### config.mk
export PLATFORM = sky130hd
export DESIGN_NAME = divider_unit
export DESIGN_NICKNAME = d
export VERILOG_FILES = /design/src/rtl/riscv_pkg.sv /design/src/rtl/divider_unit.sv
export SDC_FILE = /design/constraint.sdc
export NUM_CORES = 1
export LEC_CHECK = 0
export BUFFER_PORTS_ARGS = -buffer_cell sky130_fd_sc_hd__buf_2
export CAP_MARGIN = 20
export CORE_MARGIN = 10
export CORE_UTILIZATION = 40
export DETAILED_ROUTE_END_ITERATION = 10
export GPL_TIMING_DRIVEN = 0
export REMOVE_ABC_BUFFERS = 1
export SETUP_SLACK_MARGIN = 0.05
export SYNTH_ARGS = -nofsm -noshare
export SYNTH_HDL_FRONTEND = slang
export SYNTH_SLANG_ARGS = --single-unit
### constraint.sdc
create_clock -name clk -period 11.3 [get_ports clk]
set_input_delay 1.13 -clock clk [delete_from_list [all_inputs] [get_ports clk]]
set_output_delay 1.13 -clock clk [all_outputs]
set_load 0.03 [all_outputs]
### src/rtl/riscv_pkg.sv
// riscv_pkg: shared widths, M-extension divide op encodings and divider states
package riscv_pkg;
  localparam int XLEN = 32;
  localparam logic [1:0] OP_DIV  = 2'b00;
  localparam logic [1:0] OP_DIVU = 2'b01;
  localparam logic [1:0] OP_REM  = 2'b10;
  localparam logic [1:0] OP_REMU = 2'b11;
  typedef enum logic [1:0] {S_IDLE, S_CALC, S_FIX, S_DONE} div_state_t;
endpackage

### src/rtl/divider_unit.sv
// divider_unit: iterative radix-2 restoring divider for DIV/DIVU/REM/REMU
module divider_unit #(
  parameter int XLEN = riscv_pkg::XLEN
) (
  input  logic            clk,
  input  logic            rst,
  input  logic            start_valid,
  output logic            start_ready,
  input  logic [1:0]      op,
  input  logic [XLEN-1:0] opa,
  input  logic [XLEN-1:0] opb,
  input  logic [4:0]      rd_in,
  output logic            result_valid,
  input  logic            result_ready,
  output logic [XLEN-1:0] result,
  output logic [4:0]      rd_out,
  output logic            busy
);
  import riscv_pkg::*;
  div_state_t state;
  logic [5:0] cnt;
  logic [XLEN-1:0] quo, rem, dvs;
  logic rem_op, neg_q, neg_r;
  logic is_signed, ovf, special;
  logic [XLEN-1:0] special_res, abs_a, abs_b, fixed_res;
  logic [XLEN:0] rem_sh, diff;
  // accept-time decode: magnitudes and the two early-exit cases
  always_comb begin
    is_signed   = ~op[0];
    ovf         = is_signed && opa == {1'b1, {(XLEN-1){1'b0}}} && opb == '1;
    special     = opb == '0 || ovf;
    special_res = opb == '0 ? (op[1] ? opa : '1) : (op[1] ? '0 : opa);
    abs_a       = is_signed && opa[XLEN-1] ? -opa : opa;
    abs_b       = is_signed && opb[XLEN-1] ? -opb : opb;
  end
  // one restoring step: shift in next dividend bit, trial-subtract, restore on borrow
  always_comb begin
    rem_sh    = {rem, quo[XLEN-1]};
    diff      = rem_sh - {1'b0, dvs};
    fixed_res = rem_op ? (neg_r ? -rem : rem) : (neg_q ? -quo : quo);
  end
  // control FSM with registered handshake outputs
  always_ff @(posedge clk) begin
    if (rst) begin
      state        <= S_IDLE;
      cnt          <= '0;
      result       <= '0;
      rd_out       <= '0;
      result_valid <= 1'b0;
      busy         <= 1'b0;
      start_ready  <= 1'b1;
    end else begin
      case (state)
        S_IDLE: if (start_valid) begin
          rem_op      <= op[1];
          rd_out      <= rd_in;
          neg_q       <= is_signed && (opa[XLEN-1] ^ opb[XLEN-1]);
          neg_r       <= is_signed && opa[XLEN-1];
          quo         <= abs_a;
          dvs         <= abs_b;
          rem         <= '0;
          cnt         <= '0;
          busy        <= 1'b1;
          start_ready <= 1'b0;
          if (special) begin
            result       <= special_res;
            result_valid <= 1'b1;
            state        <= S_DONE;
          end else state <= S_CALC;
        end
        S_CALC: begin
          rem   <= diff[XLEN] ? rem_sh[XLEN-1:0] : diff[XLEN-1:0];
          quo   <= {quo[XLEN-2:0], ~diff[XLEN]};
          cnt   <= cnt + 6'd1;
          state <= cnt == 6'd31 ? S_FIX : S_CALC;
        end
        S_FIX: begin
          result       <= fixed_res;
          result_valid <= 1'b1;
          state        <= S_DONE;
        end
        S_DONE: if (result_ready) begin
          result_valid <= 1'b0;
          busy         <= 1'b0;
          start_ready  <= 1'b1;
          state        <= S_IDLE;
        end
      endcase
    end
  end
endmodule
## Word-level counts from Yosys, hierarchy flattened

Index checks and enable logic that the tools add are counted.

| word-level totals | value |
|---|---|
| register bits after elaboration | 147 |
| input bits | 75 |
| output and inout port bits | 40 |
| word-level logic and storage cells | 84 |

| cells by class | value |
|---|---|
| add/subtract/negate cells | 6 |
| equal/unequal tests | 9 |
| muxes and demuxes | 32 |
| bitwise logic cells | 4 |
| reduce and logical (&&, ||, !) cells | 20 |

Operators by type and width:

| cell | number |
|---|---|
| two-way mux 32 bit | 13 |
| one-hot mux 32 bit (2 select lines) | 3 |
| negator 32 bit | 4 |
| equality test 32 bit (second input constant) | 2 |
| subtractor 33 x 32 -> 33 bit | 1 |
| zero test 32 bit | 1 |
| one-hot mux 6 bit (2 select lines) | 1 |
| AND reduction 3 bit | 4 |
| two-way mux 2 bit | 4 |
| one-hot mux 2 bit (4 select lines) | 1 |
| adder 6 x 1 -> 6 bit (second input constant) | 1 |
| equality test 6 x 5 -> 1 bit (second input constant) | 1 |
| two-way mux 1 bit | 6 |
| two-way mux 6 bit | 1 |
| inequality test 2 bit (second input constant) | 3 |
| AND reduction 2 bit | 3 |
| nonzero test 2 bit | 3 |
| logical AND 1 bit | 5 |
| equality test 2 bit (second input constant) | 2 |
| one-hot mux 1 bit (2 select lines) | 2 |
| AND reduction 4 bit | 1 |
| NOT 1 bit | 3 |
| one-hot mux 1 bit (3 select lines) | 1 |
| nonzero test 3 bit | 1 |
| 4 further kinds | 4 |

## Logic depth before layout (Yosys ltp)

Gate-level depths: netlist (run 1).

| logic depth | value |
|---|---|
| depth in word-level cells | 7 |
| gate-level depth with buffers | 13 |
| gate-level depth less buffers | 12 |

## Worst setup path before layout (run 1)

Ideal clock, no wire load.

| timing path | value |
|---|---|
| path kind | input -> register |
| start point | input rst |
| end point | register quo[0], enable pin |
| data arrival time | 4.028 ns |
| data required time | 10.813 ns |
| slack | 6.785 ns |
| cell stages on the path | 2 |
| path through | clkbuf_1 > nor2_1 |

| between the ends | value |
|---|---|
| word-level cells in the longest chain between the ends | 2 |

RTL lines:

| item | RTL line | RTL |
|---|---|---|
| start: declaration | divider_unit.sv:6 | `input logic rst,` |
| NOT 1 bit (no line) | -- |  |
| AND reduction 3 bit (no line) | -- |  |
| end signal: assignment | divider_unit.sv:59 | `quo <= abs_a;` |
| end signal: assignment | divider_unit.sv:73 | `quo <= {quo[XLEN-2:0], ~diff[XLEN]};` |
| end: declaration | divider_unit.sv:22 | `logic [XLEN-1:0] quo, rem, dvs;` |

No other way between the ends.
A chain may end at the register's enable or synchronous reset.

## Final worst setup path (run 1)

| timing path | value |
|---|---|
| start point | input opb[1] |
| end point | register result[27] |

| between the ends | value |
|---|---|
| word-level cells in the longest chain between the ends | 5 |
| elaborated cells on any way between the ends | 10 |

RTL lines:

| item | RTL line | RTL |
|---|---|---|
| start: declaration | divider_unit.sv:11 | `input logic [XLEN-1:0] opb,` |
| zero test 32 bit / equality test 32 bit (equally long branches) | divider_unit.sv:31, divider_unit.sv:32, divider_unit.sv:30 |  |
| two-way mux 32 bit / logical AND 1 bit (equally long branches) | divider_unit.sv:32, divider_unit.sv:30 |  |
| two-way mux 32 bit / logical OR 1 bit (equally long branches) | divider_unit.sv:65, divider_unit.sv:31 |  |
| two-way mux 32 bit / inequality test 2 bit (equally long branches) | -- |  |
| one-hot mux 32 bit (2 select lines) / AND reduction 3 bit (equally long branches) | -- |  |
| end signal: assignment | divider_unit.sv:66 | `result <= special_res;` |
| end signal: assignment | divider_unit.sv:78 | `result <= fixed_res;` |
| end: declaration | divider_unit.sv:15 | `output logic [XLEN-1:0] result,` |

Several ways; a longest one is shown, not always the timed one. The select of a mux whose other input is x is not followed.

==> results of run 1 <==
-- cell usage after synthesis, drive strengths merged, types with 12 or more instances --
master	n
nand2	162
edfxtp	99
nor2	98
o21ai	88
a21oi	82
xnor2	71
xor2	71
mux2i	57
inv	54
dfxtp	48
clkbuf	47
ha	38
maj3	30
nor3	28
o31ai	27
nand3	22
a211oi	19
o22ai	18
nand2b	14
nand4	13
nor4	13
o41ai	13
or3	12
-- worst register-to-register path, cell delays in order (launching register included) --
cell,delay (ns)
edfxtp_1,0.51
ha_1,0.42
and3_4,0.21
and2_4,0.16
a221o_1,0.34
a31oi_4,0.24
o21ai_4,0.13
a21oi_4,0.17
a31oi_4,0.13
xnor2_4,0.50
buf_12,0.27
mux2_4,0.31
-- kinds of logic (layout without fill, tap and decap cells) --
group | count (synthesis) | in the layout | synth area share (%)
simple gates | 414 | 414 | 18.5
compound gates | 300 | 300 | 17.1
flops | 147 | 147 | 35.6
xor+xnor | 142 | 142 | 11.4
buf+inv | 112 | 211 | 4.43
fa+ha+maj | 69 | 69 | 7.19
mux | 63 | 63 | 5.84
-- power groups by stage --
stage	Sequential (mW)	Clock, mW	Combinational (mW)
after detailed placement	0.668	0	0.346
after global placement	0.671	0	0.333
after floorplan	0.660	0	0.246
after CTS	0.656	0.573	0.347
after global routing	0.662	0.598	0.389
final	0.657	0.567	0.347
-- worst max path at each step --
stage                  start         end  cells past startpoint
finish                opb[1]  result[27]                     11
floorplan           state[0]      cnt[5]                      5
CTS                   opb[1]  result[27]                     11
detailed placement    opb[1]  result[27]                     11
global placement    state[0]     quo[17]                      2
global route          opb[1]  result[31]                     11
-- stage by stage --
step / utilization [%] / hold WS (ns) / setup slack, ns / total power [mW] / cell area [um2]
finish: 46.8 / 0.452 / 7.17 / 1.57 / 12700
global route: 46.8 / 0.474 / 6.97 / 1.65 / 12700
CTS: 46.8 / 0.454 / 7.19 / 1.58 / 12700
detailed placement: 44.7 / 0.444 / 6.75 / 1.01 / 12100
global placement: 43.6 / 0.441 / 4.02 / 1.00 / 11800
floorplan: - / 0.493 / 6.30 / 0.906 / 10800
-- layer usage --
metal | vias up | wire length [um]
li1 | 4665 | -
met1 | 4276 | 14400
met2 | 250 | 12800
met3 | 34 | 1420
met4 | 0 | 580
met5 | - | 0
-- state kept, by name, summed over array words and instances (netlist names) --
| signal | cells |
|---|---|
| busy | 1 |
| cnt | 6 |
| dvs | 32 |
| neg_q | 1 |
| neg_r | 1 |
| quo | 32 |
| rd_out | 5 |
| rem | 32 |
| rem_op | 1 |
| result | 32 |
| result_valid | 1 |
| start_ready | 1 |
| state | 2 |
-- layout make-up --
cell class,instances,area [um2],area share (%)
inverter,54,203,1.60
timing repair buffer,125,836,6.59
tap,372,465,3.67
sequential,147,3930,31.0
multi-input combinational,988,6670,52.5
clock inverter,13,110,0.868
clock buffer,19,475,3.75
==> impl_metrics.yaml, run 1 <==
run_status:
  run_status: "complete, no violations"
grt:
  antenna_found_initial: 0
  overflow: 0
  grt.busiest_layer: "met2"
  grt_start_max_net_pins: 49
  met1_usage_pct: 23.3
  grt_use_met2_pct: 25.3
  track_usage_pct: 16.5
  grt_pass1_wl_um: 47500
  grt_use_met3_pct: 2.38
  first_global_vias: 8905
pwr:
  pwr-share-comb_pct: 22.1
  power_density_nw_per_um2: 124
  p_seq_share_pct: 41.8
  vdd_ir_drop_max_mv: 0.104
  p_int_mw: 1.08
  power.switching_uw: 489
  leakagePower_nw: 5.07
  swShare_pct: 31.2
  clkPwrFrac_pct: 36.1
worst_setup_path:
  cp.arrival_ns: 4.42
  crit_required_ns: 11.59
  r2r_end: "rem[17]"
  path_delay_family: "simple AND/OR/NAND/NOR gates"
  cp_slowest_cell: "nor2_4"
  r2r_cells: 11
  cp_max_fo: 25
  crit_path_end_kind: "flip-flop"
  r2r-start: "rem[12]"
  max_stage_delay_ns: 0.82
  path_buf_inv: 2
  critical_path_class: "input port to flip-flop"
  cp-start-kind: "input port"
  crit_chain: "buf_2 -> inv_1 -> ha_1 -> or4b_4 -> nor2_2 -> nand4b_1 -> nor2_4 -> o21ai_4 -> and2_1 -> a211oi_1 -> nor3_1"
  reg2reg_setup_slack_ns: 7.65
clock_network:
  htree_levels: 4
  cts_buffers: 17
  cts_max_path_buffers: 2
  cts_sinks: 147
  cts_resized: 0
  cts_hold_buf: 0
  cts_root_buf: "clkbuf_16"
  postCtsSetupBuffers: 0
  path_clk_slew_ns: 0.07
  clock_latency_ns: 0.43
  cts_tree: "built"
synth:
  yosys_warnings: 0
  ys_dominant_reg_cell: "edfxtp_1"
  synth.area.top_cells: "edfxtp_1, dfxtp_1, xor2_1"
  async_reset_ff_share_pct: 0
  synth.largest_area_cell: "edfxtp_1"
  synth-edff-count: 99
  synth.cell_area_um2: 11100
  ys_types: 82
  ys_ff_latch: 147
  postSynthAreaPerCell_um2: 8.87
  synth_cells: 1247
  ys_seq_area_share_pct: 35.6
  yosysTopAreaCellShare_pct: 26.9
timing:
  relSlewSlack_pct: 32.5
  finalSetupViolations: 0
  period_share_pct: 36.6
  slew_viol_final: 0
  fin_crit_ns: 4.13
  hold_viol_final: 0
  fin_skew_ns: 0.0138
  fmax_ghz: 0.242
  rsz0062_at_grt: "no"
  worst_slew_pin_slew_ns: 1.01
  tns_ns: 0
detailed_routing:
  wl_um: 29200
  wire_per_inst_um: 17.0
  vias: 9225
  viasPerCell: 5.37
  antenna_left: 0
  first_pass_iters: 5
  dr.first_iter.drc_count: 655
  drc: 0
floorplanning:
  num_io_pins: 115
  dieArea_um2: 34700
  core-area_um2: 27100
  row_count: 60
  die_height_um: 186
  start_util_pct: 40.8
  fp.dieW_um: 186
min_path:
  holdPathEnd: "rd_out[2]"
  hp-class: "flip-flop to flip-flop"
  holdCritStartpoint: "rd_out[2]"
  min_delay_path_depth: 2
place:
  dpl.hpwl_um: 22200
  place.gp.congestion: 0.843
  portBuffers: 114
  dp.cells: 1686
finish:
  area_growth_pct: 14.7
  fillerInstances: 2607
  final_cells: 1718
  finalNetCount: 1447
  antenna_cells: 0
  post_route_cells_drive_above_1_share_pct: 15.2
  final_cell_mix: "nand2_1, buf_2, edfxtp_1"
  final_common_cell: "nand2_1"
run:
  cap_violations: 0
Power figures use the tool's default switching activity.
==> inputs of run 2 (changes only) <==
--- a/config.mk
+++ b/config.mk
@@ -5,6 +5,7 @@
 export SDC_FILE = /design/constraint.sdc
 export NUM_CORES = 1
 export LEC_CHECK = 0
+export ABC_AREA = 1
 export BUFFER_PORTS_ARGS = -buffer_cell sky130_fd_sc_hd__buf_2
 export CAP_MARGIN = 20
 export CORE_MARGIN = 10
==> constraint.sdc (replaced) <==
create_clock -name clk -period 3.6 [get_ports clk]
set_input_delay 0.36 -clock clk [delete_from_list [all_inputs] [get_ports clk]]
set_output_delay 0.36 -clock clk [all_outputs]
set_load 0.03 [all_outputs]
==> impl_metrics.yaml, run 2 <==
worst_setup_path:
  max_stage_delay_ns: 0.48
  path_delay_family: "simple AND/OR/NAND/NOR gates"
  critical_path_class: "flip-flop to flip-flop"
  crit_path_end_kind: "flip-flop"
  crit_chain: "ha_1 -> fa_1 -> inv_1 -> nand3_1 -> nand2_2 -> nand2_1 -> nand3_1 -> nand2_1 -> nand2_1 -> nand2_1 -> nand2_1 -> nand2_1 -> nand2_2 -> nand2_1 -> nand2_1 -> nor2_1"
  crit_required_ns: 3.80
  path_buf_inv: 1
  cp_slowest_cell: "edfxtp_1"
  cp.arrival_ns: 3.44
  cp_max_fo: 33
  path_common_cell: "nand2_1"
  cp-start-kind: "flip-flop"
grt:
  grt_pass1_wl_um: 65700
  first_global_vias: 11900
  track_usage_pct: 21.4
  overflow: 0
  grt_start_max_net_pins: 46
  antenna_found_initial: 0
detailed_routing:
  vias: 13100
  viasPerCell: 5.25
  antenna_left: 0
  drc: 0
  wl_um: 42400
  dr.first_iter.drc_count: 1046
  wire_per_inst_um: 16.9
  first_pass_iters: 5
finish:
  final_cell_mix: "nand2_1, nor2_1, inv_1"
  fillerInstances: 3358
  register_area_um2: 3930
  final_cells: 2504
  final_common_cell: "nand2_1"
  finalNetCount: 2203
  area_growth_pct: 12.9
  utilization_pct: 45.5
  antenna_cells: 0
  post_route_cells_drive_above_1_share_pct: 9.09
  multi_input_area_um2: 7570
min_path:
  hp-class: "input port to flip-flop"
timing:
  period_share_pct: 90.0
  fin_skew_ns: 0.0178
  worst_slew_pin_slew_ns: 0.972
  rsz0062_at_grt: "no"
  slew_viol_final: 0
  timing.final.ws_setup_ns: 0.359
  tns_ns: 0
  finalSetupViolations: 0
  fin_crit_ns: 3.24
  relSlewSlack_pct: 35.1
  fmax_ghz: 0.309
  hold_viol_final: 0
synth:
  synthSimpleGateAreaFrac_pct: 38.7
  ys_ff_latch: 147
  synth-edff-count: 99
  ys_types: 51
  synth_common_cells: "nand2_1, nor2_1, inv_1, nand3_1, o21ai_0"
  synth.area.top_cells: "edfxtp_1, nand2_1, nor2_1"
  yosys_warnings: 0
  synth-adder-area-share_pct: 3.92
  synth_mux_area_share_pct: 0
  yosysTopAreaCellShare_pct: 23.5
  async_reset_ff_share_pct: 0
  postSynthAreaPerCell_um2: 6.29
  synth.cell_area_um2: 12600
  synth_top_family_by_area: "simple AND/OR/NAND/NOR gates"
  ys_seq_area_share_pct: 31.1
  synth_cells: 2008
  synthXorXnorAreaFrac_pct: 4.43
  synth-compound-area-share_pct: 12.6
  synth.largest_area_cell: "edfxtp_1"
  yosysMostFrequentCell: "nand2_1"
  ys_dominant_reg_cell: "edfxtp_1"
place:
  dpl.hpwl_um: 33700
  dp_slack_ns: 0.154
  dp.cells: 2468
  portBuffers: 114
  place.gp.congestion: 0.986
pwr:
  power_density_nw_per_um2: 439
  vdd_ir_drop_max_mv: 0.355
  leakagePower_nw: 6.64
clock_network:
  cts_sinks: 147
  htree_levels: 4
  path_clk_slew_ns: 0.07
  cts_max_path_buffers: 2
  cts_tree: "built"
  postCtsSetupBuffers: 0
  cts_resized: 0
  cts_hold_buf: 0
  cts_root_buf: "clkbuf_16"
  cts_buffers: 17
  clock_latency_ns: 0.45
floorplanning:
  num_io_pins: 115
  start_util_pct: 40.3
  fp.dieW_um: 198
  core-area_um2: 31400
  die_height_um: 198
  dieArea_um2: 39100
  row_count: 65
run:
  cap_violations: 0
run_status:
  run_status: "complete, no violations"
## run 2: layout make-up
cell class	count	share of cell area [%]
flip-flops and latches	147	27.6
inverters	212	5.61
clock inverters	15	1.28
multi-input cells	1584	53.0
repair buffers	127	6.01
well taps	402	3.52
clock buffers	17	2.98
## run 2: final timing paths
check | start | end | slack, ns | cells after the start
worst max-delay path | dvs[0] | rem[26] | 0.36 | 16
worst min-delay path | opb[0] | dvs[0] | 0.13 | 1
worst max register to register | dvs[0] | rem[26] | 0.36 | 16
worst min register to register | start_ready | start_ready | 0.46 | 2
## run 2: cell families after synthesis
| kind of cell | count (synthesis) |
|---|---|
| adder cells (fa/ha/maj) | 39 |
| flip-flops | 147 |
| XOR/XNOR | 64 |
| buffers and inverters | 277 |
| AND/OR/NAND/NOR | 1187 |
| AO/OA/AOI/OAI | 294 |
## run 2: per-stage QoR
step           hold WS, ns  power, mW  area (um2)
2_1_floorplan        0.429       3.68       12300
3_3_place_gp         0.439       4.34       13300
3_5_place_dp         0.447       4.37       13600
4_1_cts              0.108       6.27       14200
5_1_grt              0.113       6.66       14300
6_report             0.129       6.27       14300
## run 2: per-layer routing
metal  GRT usage [%]  part of all wire (%)  vias up
li1                -                     -     6701
met1            30.6                    48     5970
met2            32.7                    44      419
met3            2.70                   5.7       47
met4            6.41                   2.0        0
met5               0                     0        -
## run 2: where the power goes
part           internal (mW)  total [mW]  switching [mW]
Sequential              2.05        2.27           0.215
Clock                   1.10        1.89           0.793
Combinational          0.688        2.11            1.42
